### config.mk
export PLATFORM = sky130hd
export DESIGN_NAME = dcache_victim_sel
export DESIGN_NICKNAME = d
export VERILOG_FILES = /design/src/rtl/dcache_victim_sel.sv
export SDC_FILE = /design/constraint.sdc
export NUM_CORES = 1
export LEC_CHECK = 0
export CORE_ASPECT_RATIO = 1.1
export CORE_UTILIZATION = 46
export CTS_BUF_LIST = sky130_fd_sc_hd__clkbuf_16
export DETAILED_ROUTE_END_ITERATION = 10
export PLACE_DENSITY = 0.83
export SLEW_MARGIN = 15
export SYNTH_ARGS = -nofsm -noshare
export SYNTH_HDL_FRONTEND = slang
export SYNTH_SLANG_ARGS = --single-unit
### constraint.sdc
create_clock -name clock -period 5 [get_ports clock]
set_clock_uncertainty 0.05 [all_clocks]
set_input_delay 1.5 -clock clock [delete_from_list [all_inputs] [get_ports clock]]
set_output_delay 1.5 -clock clock [all_outputs]
set_load 0.02 [all_outputs]
### src/rtl/dcache_victim_sel.sv
// dcache_victim_sel
//
// Round-robin replacement controller for the data cache. It owns the
// next-victim pointer array held in dcache_lru_altram. It clears every
// pointer after reset, answers victim queries from the miss path, and
// advances a pointer when a hit touches the way it currently names.
//
// The block is a two-stage read-modify-write pipeline. It accepts one
// request per cycle and never stalls.
//   stage 0 : issue the RAM read for the request index
//   stage 1 : use the returned pointer, answer or update it
// Back-to-back operations on one set depend on the RAM returning the word
// written in the same cycle when its read and write addresses collide.
//
// Ports
//   clock, aclr               clock; synchronous active-high reset
//   req_valid/req_ready       request handshake (ready is combinational)
//   req_op                    0 = touch (hit update), 1 = victim query
//   req_index, req_way        set index; hit way (touch only)
//   resp_valid, resp_way      victim answer, one cycle after acceptance
//   init_done                 pointer sweep finished
//   ram_rden, ram_rdaddress   LRU RAM read port
//   ram_q                     LRU RAM read data, one cycle after ram_rden
//   ram_wren, ram_wraddress,
//   ram_data                  LRU RAM write port
//
// state   | meaning
// --------+-----------------------------------------------------------
// ST_INIT | sweeping zeros into every pointer; requests not accepted
// ST_RUN  | normal operation; RAM writes come from stage 1 only

module dcache_victim_sel #(
  parameter int LOG2_WAYS  = 3,
  parameter int INDEX_BITS = 8
) (
  input  logic                  clock,
  input  logic                  aclr,
  input  logic                  req_valid,
  output logic                  req_ready,
  input  logic                  req_op,
  input  logic [INDEX_BITS-1:0] req_index,
  input  logic [LOG2_WAYS-1:0]  req_way,
  output logic                  resp_valid,
  output logic [LOG2_WAYS-1:0]  resp_way,
  output logic                  init_done,
  output logic                  ram_rden,
  output logic [INDEX_BITS-1:0] ram_rdaddress,
  input  logic [LOG2_WAYS-1:0]  ram_q,
  output logic                  ram_wren,
  output logic [INDEX_BITS-1:0] ram_wraddress,
  output logic [LOG2_WAYS-1:0]  ram_data
);

  localparam logic [INDEX_BITS-1:0] LAST_INDEX = '1;

  typedef enum logic {
    ST_INIT = 1'b0,
    ST_RUN  = 1'b1
  } state_t;

  state_t                 state_q, state_d;
  logic [INDEX_BITS-1:0]  sweep_cnt_q, sweep_cnt_d;
  logic                   init_done_d;

  logic                   s1_valid_q;
  logic                   s1_op_q;
  logic [INDEX_BITS-1:0]  s1_index_q;
  logic [LOG2_WAYS-1:0]   s1_way_q;

  logic                   accept;
  logic                   s1_live;
  logic [LOG2_WAYS-1:0]   ptr_next;

  assign req_ready     = init_done && !aclr;
  assign accept        = req_valid && req_ready;
  assign ram_rden      = accept;
  assign ram_rdaddress = req_index;

  // An op sitting in stage 1 while reset is asserted must neither answer
  // nor write, so stage 1 is qualified with aclr combinationally.
  assign s1_live  = s1_valid_q && !aclr;
  assign ptr_next = ram_q + 1'b1;

  always_ff @(posedge clock) begin
    if (aclr) begin
      state_q     <= ST_INIT;
      sweep_cnt_q <= '0;
      init_done   <= 1'b0;
      s1_valid_q  <= 1'b0;
      s1_op_q     <= 1'b0;
      s1_index_q  <= '0;
      s1_way_q    <= '0;
    end else begin
      state_q     <= state_d;
      sweep_cnt_q <= sweep_cnt_d;
      init_done   <= init_done_d;
      s1_valid_q  <= accept;
      if (accept) begin
        s1_op_q    <= req_op;
        s1_index_q <= req_index;
        s1_way_q   <= req_way;
      end
    end
  end

  always_comb begin
    state_d       = state_q;
    sweep_cnt_d   = sweep_cnt_q;
    init_done_d   = init_done;
    ram_wren      = 1'b0;
    ram_wraddress = s1_index_q;
    ram_data      = ptr_next;
    resp_valid    = 1'b0;
    resp_way      = '0;

    if (s1_live && s1_op_q) begin
      resp_valid = 1'b1;
      resp_way   = ram_q;
    end

    case (state_q)
      ST_INIT: begin
        if (!aclr) begin
          ram_wren      = 1'b1;
          ram_wraddress = sweep_cnt_q;
          ram_data      = '0;
          sweep_cnt_d   = sweep_cnt_q + 1'b1;
          if (sweep_cnt_q == LAST_INDEX) begin
            state_d     = ST_RUN;
            init_done_d = 1'b1;
          end
        end
      end
      ST_RUN: begin
        // Victims always advance the pointer. A touch advances it only
        // when the hit way is the one the pointer would evict next.
        ram_wren = s1_live && (s1_op_q || (s1_way_q == ram_q));
      end
    endcase
  end

endmodule

==> results.ini, run 1 <==
[outcome]
status=completed

[route]
first_pass_iters=5
vias=1092
ant_nets=0
finalWirelength_um=2992
viasPerCell=5.353
drt-initial-drc-count=29
wl_per_cell_um=14.67
drc=0

[worst_setup_path]
worstPathArrival_ps=3300
cp.required_ps=3450
critical_path_buf_inv_count=3
critPathLaunchType=input port
max_stage_delay_ps=550
end_kind=primary output
cp_top_family=buffers and inverters
worst-path-max-fanout=5
cpMaxStageDelayCell=clkdlybuf4s50_1
path_cells=clkdlybuf4s50_1, buf_4, or2_1, mux2_2, clkdlybuf4s50_1
crit_top_cell=clkdlybuf4s50_1
path_class=in -> out

[layout]
finalNetCount=195
syn_to_final_growth_pct=44.63
antenna_cells=0
fillers=199
drive_gt1_share_pct=13.22

[die]
initial_utilization_pct=50.75
die_w_um=50.47
die_height_um=55.32
rows=18
core_area_sq_um=2342
fp.dieArea_sq_um=2791
pin_count=45

[cts]
cts_hold_buf=0
htree_levels=1
clkLatencyLatePin_ps=250
clk_pin_slew_ps=60
cts_tree=done
numCtsBuffers=3
cts.sinks=23
clockBufferDepth=2
post_cts_resized=0
cts-root-buf=clkbuf_16
cts_setup_buffers=0

[sta]
whs_ps=422.2
clock.fmax_ghz=0.2061
period_minus_slack_ps=4853
finalCritPeriodShare_pct=97.06
tightest_slew_ps=364.6
setup_violations=0
rsz0062_at_grt=no
hold_viol_final=0
slew_violations=0
fin_tns_setup_ps=0
relSlewSlack_pct=75.66

[global_routing]
grt_pass1_wl_um=4974
first_global_vias=1135
grt_max_degree=21
grt.overflow.total=0
antenna_found_initial=0
grt_usage_pct=23.19

[pwr]
power_density_nw_per_um2=243.4
leakagePower_nw=0.7382
ir_worst_vdd_mv=0.1839

[yosys]
syn_area_per_cell_sq_um=8.870
yosys_register_bits=23
synth_top_area_share_pct=38.74
syn_inst=134
netlist-cell-type-count=32
synth_edf_count=0
synthArstFlopShare_pct=0
netlist_area_sq_um=1189
syn_nets=154
yosys-top-cells-area=dfxtp_1 39%, mux2_2 7.6%, nand3b_1 7.6%
synth_ff_type=dfxtp_1
yosysWarningCount=0
synth_top_cell_by_area=dfxtp_1
ys_seq_area_share_pct=38.74

[place]
gp_congestion=0.8180
port-buffer-count=44
hpwlAfterDp_um=2155

[min_path]
hold_class=reg -> reg

[run]
maxCapViolCount=0

-- state kept, by name, summed over array words and instances, names as in the netlist --
signal,flops
s1_valid_q,1
state_q,1
init_done,1
s1_way_q,3
s1_index_q,8
sweep_cnt_q,8
s1_op_q,1
-- kinds of logic (layout without fill, tap and decap cells) --
logic type | count (synthesis) | count (layout) | share of synthesized area [%]
fa+ha+maj | 2 | 2 | 2.105
simple gates | 63 | 63 | 30.85
xor+xnor | 8 | 8 | 5.894
buf+inv | 19 | 59 | 8.948
flops | 23 | 23 | 38.74
mux | 9 | 9 | 8.421
compound gates | 10 | 10 | 5.053
-- final cells by class --
cell class	count	area, sq um	area share (%)
Multi-Input combinational cell	92	621.8	36.17
Timing Repair Buffer	51	505.5	29.40
Sequential cell	23	460.4	26.78
Clock buffer	3	75.07	4.367
Tap cell	30	37.54	2.183
Inverter	4	15.01	0.8734
Clock inverter	1	3.754	0.2183
-- cells in the mapped netlist (4+ instances only) --
library cell / count
a21oi_1: 4
buf_2: 4
buf_4: 8
dfxtp_1: 23
mux2_2: 8
nand2_1: 13
nand3_1: 12
nand3b_1: 12
nor2_1: 7
xnor2_1: 4
xor2_1: 4
-- routing by layer --
layer / global-route usage (%) / share of wire, % / vias to the layer above
li1: - / - / 528
met1: 28.28 / 43 / 518
met2: 40.95 / 50 / 42
met3: 3.306 / 4.7 / 4
met4: 7.540 / 1.5 / 0
met5: 0 / 0 / -
-- power breakdown --
part | internal [mW] | switching (mW) | total, mW
clock | 0.107 | 0.0613 | 0.168
sequential | 0.185 | 0.00393 | 0.189
combinational | 0.0349 | 0.0262 | 0.0612
total | 0.327 | 0.0915 | 0.418
-- worst min-delay path, stage by stage (launching register included) --
cell and delay [ps]:
dfxtp_1 310, nand3b_1 80, nand2_1 50
-- per-stage QoR --
step,instances,power (mW),worst slack [ps],utilization (%),area (sq um)
final,204,0.4184,147.1,73.40,1719
after global routing,204,0.4350,92.80,73.40,1719
after CTS,204,0.4210,143.3,73.40,1719
after detailed placement,200,0.2546,180.3,70.03,1640
after floorplan,134,0.2227,1061,-,1189
after global placement,200,0.2530,207.2,70.03,1640
-- path summary, 6_finish.rpt --
kind / from / to / slack, ps / depth (start not counted)
max: aclr / ram_wraddress[6] / 150 / 5
min: s1_index_q[0]$_SDFFE_PP0P_ / s1_index_q[0]$_SDFFE_PP0P_ / 420 / 2
max reg2reg: sweep_cnt_q[1]$_SDFFE_PP0N_ / sweep_cnt_q[6]$_SDFFE_PP0N_ / 3520 / 4
min reg2reg: s1_index_q[0]$_SDFFE_PP0P_ / s1_index_q[0]$_SDFFE_PP0P_ / 420 / 2
-- layout by cell type (no fill, tap or decap), types with 4 or more instances in the layout --
master and count:
mux2_2 8, dfxtp_1 23, clkdlybuf4s50_1 44, xor2_1 4, xnor2_1 4, nand3_1 12, nand3b_1 12, nand2_1 13
buf_4 6, a21oi_1 4, nor2_1 7
Note: power is estimated with default switching activity, not from simulation.
==> run 2: changes to the inputs <==
--- a/config.mk
+++ b/config.mk
@@ -5,7 +5,6 @@
 export SDC_FILE = /design/constraint.sdc
 export NUM_CORES = 1
 export LEC_CHECK = 0
-export CORE_ASPECT_RATIO = 1.1
 export CORE_UTILIZATION = 46
 export CTS_BUF_LIST = sky130_fd_sc_hd__clkbuf_16
 export DETAILED_ROUTE_END_ITERATION = 10
==> results.ini, run 2 (synthesis gave the netlist of run 1 again) <==
[pwr]
power_density_nw_per_um2=244.8  ; was 243.4 nW/um^2
leakagePower_nw=0.7343  ; was 0.7382 nW
pwr-share-comb_pct=14.1  ; was 14.6%
ir_worst_vdd_mv=0.1926  ; was 0.1839 mV
clockPowerShare_pct=40.6  ; was 40.1%
pwr-share-seq_pct=45.3  ; about the same
intPower_mw=0.3253  ; was 0.3269 mW
swShare_pct=22.14  ; was 21.87%
p_switching_mw=0.09251  ; was 0.09148 mW

[layout]
syn_to_final_growth_pct=43.58  ; was 44.63%
multi_input_area_sq_um=621.8  ; unchanged
final_common_cell=clkdlybuf4s50_1  ; unchanged
layout_common_cells=44 x clkdlybuf4s50_1, 23 x dfxtp_1, 13 x nand2_1  ; unchanged
drive_gt1_share_pct=13.22  ; unchanged
final_util_pct=69.52  ; was 73.40%
register_area_sq_um=460.4  ; unchanged
fillers=181  ; was 199
finalNetCount=195  ; unchanged
antenna_cells=0  ; unchanged
reg.largest.list=s1_index_q: 8 flops, sweep_cnt_q: 8 flops, s1_way_q: 3 flops  ; unchanged

[route]
finalWirelength_um=2910  ; was 2992 um
viasPerCell=5.343  ; was 5.353
first_pass_iters=4  ; was 5
vias=1090  ; was 1092
wl_per_cell_um=14.26  ; was 14.67 um
ant_nets=0  ; unchanged
drt-initial-drc-count=33  ; was 29
drc=0  ; unchanged

[sta]
tightest_slew_ps=391.0  ; was 364.6 ps
fin_tns_setup_ps=0  ; unchanged
relSlewSlack_pct=73.90  ; was 75.66%
clock.fmax_ghz=0.2066  ; was 0.2061 GHz
period_minus_slack_ps=4840  ; was 4853 ps
rsz0062_at_grt=no  ; unchanged
hold_viol_final=0  ; unchanged
whs_ps=427.2  ; was 422.2 ps
setup_violations=0  ; unchanged
finalCritPeriodShare_pct=96.80  ; was 97.06%
slew_violations=0  ; unchanged

[worst_setup_path]
cpMaxStageDelayCell=clkdlybuf4s50_1  ; unchanged
end_kind=primary output  ; unchanged
rrSetupSlack_ps=3490  ; was 3520 ps
path_class=in -> out  ; unchanged
r2r_cells=4  ; unchanged
crit_top_cell=clkdlybuf4s50_1  ; unchanged
r2r-start=sweep_cnt_q[0]$_SDFFE_PP0N_  ; was sweep_cnt_q[1]$_SDFFE_PP0N_
rr_endpoint=sweep_cnt_q[6]$_SDFFE_PP0N_  ; unchanged
crit_path_start=aclr  ; unchanged
max_stage_delay_ps=540  ; was 550 ps
critPathLaunchType=input port  ; unchanged
worstPathArrival_ps=3290  ; was 3300 ps
path_cells=clkdlybuf4s50_1, nor2_2, mux2_2, clkdlybuf4s50_1  ; was clkdlybuf4s50_1, buf_4, or2_1, mux2_2, clkdlybuf4s50_1
worst-path-max-fanout=7  ; was 5
cp.required_ps=3450  ; about the same

[cts]
cts.sinks=23  ; unchanged
clkLatencyLatePin_ps=250  ; about the same
post_cts_resized=0  ; unchanged
cts_tree=done  ; unchanged
cts_setup_buffers=0  ; unchanged
clockBufferDepth=2  ; unchanged
htree_levels=1  ; unchanged
cts_hold_buf=0  ; unchanged
numCtsBuffers=3  ; unchanged
cts-root-buf=clkbuf_16  ; unchanged
clk_pin_slew_ps=60  ; about the same

[place]
port-buffer-count=44  ; unchanged
gp_congestion=0.7299  ; was 0.8180
hpwlAfterDp_um=2173  ; was 2155 um

[die]
die_height_um=52.84  ; was 55.32 um
pin_count=45  ; unchanged
core_area_sq_um=2455  ; was 2342 sq um
die_w_um=52.84  ; was 50.47 um
fp.dieArea_sq_um=2792  ; was 2791 sq um
initial_utilization_pct=48.42  ; was 50.75%
rows=18  ; unchanged

[global_routing]
first_global_vias=1078  ; was 1135
grt_pass1_wl_um=4809  ; was 4974 um
grt_max_degree=14  ; was 21
antenna_found_initial=0  ; unchanged
grt_usage_pct=24.08  ; was 23.19%
grt.overflow.total=0  ; unchanged

[min_path]
holdPathEnd=s1_index_q[0]$_SDFFE_PP0P_  ; unchanged
hold_class=reg -> reg  ; unchanged
worstHoldPathCells=2  ; unchanged
min_from=s1_index_q[0]$_SDFFE_PP0P_  ; unchanged

[run]
maxCapViolCount=0  ; unchanged

[outcome]
status=completed  ; unchanged

## run 2: cell count changes in the layout (fill, tap and decap cells not counted)
cell    before  now
buf_4        6    7
buf_12       1    0
## run 2: how the worst max path moves through the flow
stage	endpoint	slack, ps	cells past startpoint
after global placement	ram_wraddress[3]	210	4
after floorplan	ram_wraddress[7]	1060	3
after detailed placement	ram_wraddress[2]	180	4
after CTS	ram_wraddress[2]	160	4
after global routing	ram_wraddress[1]	80	4
final	ram_wraddress[2]	160	4
## run 2: layout make-up
type / instances / share of cell area [%]
multi-input combinational: 92 / 36.44
timing repair buffer: 51 / 28.89
sequential: 23 / 26.98
clock buffer: 3 / 4.399
tap: 30 / 2.199
inverter: 4 / 0.8798
clock inverter: 1 / 0.2199
## run 2: critical path, delay by kind of cell
kind          cells  cell delay [ps]
mux               1              390
simple gates      1              360
buf+inv           2             1040
## run 2: power by group through the flow
| stage | clock network, mW | logic [mW] | registers (mW) |
|---|---|---|---|
| after global placement | 0 | 0.0581 | 0.193 |
| after CTS | 0.170 | 0.0593 | 0.189 |
| after global routing | 0.183 | 0.0628 | 0.189 |
| after floorplan | 0 | 0.0303 | 0.192 |
| after detailed placement | 0 | 0.0587 | 0.193 |
| final | 0.170 | 0.0590 | 0.189 |
## run 2: per-layer routing
layer	global-route usage (%)	up-vias	share of wire [%]
met3	7.246	4	5.4
met1	30.28	513	45
met4	8.772	0	1.5
met5	0	-	0
met2	38.40	41	48
li1	-	532	-
## run 2: per-stage QoR
stage,std cells,setup WS (ps),cell area [sq um],power (mW)
after global placement,200,207.4,1628,0.2513
after global routing,204,81.16,1707,0.4356
after floorplan,134,1061,1189,0.2227
final,204,159.9,1707,0.4179
after detailed placement,200,176.4,1628,0.2520
after CTS,204,160.2,1707,0.4187
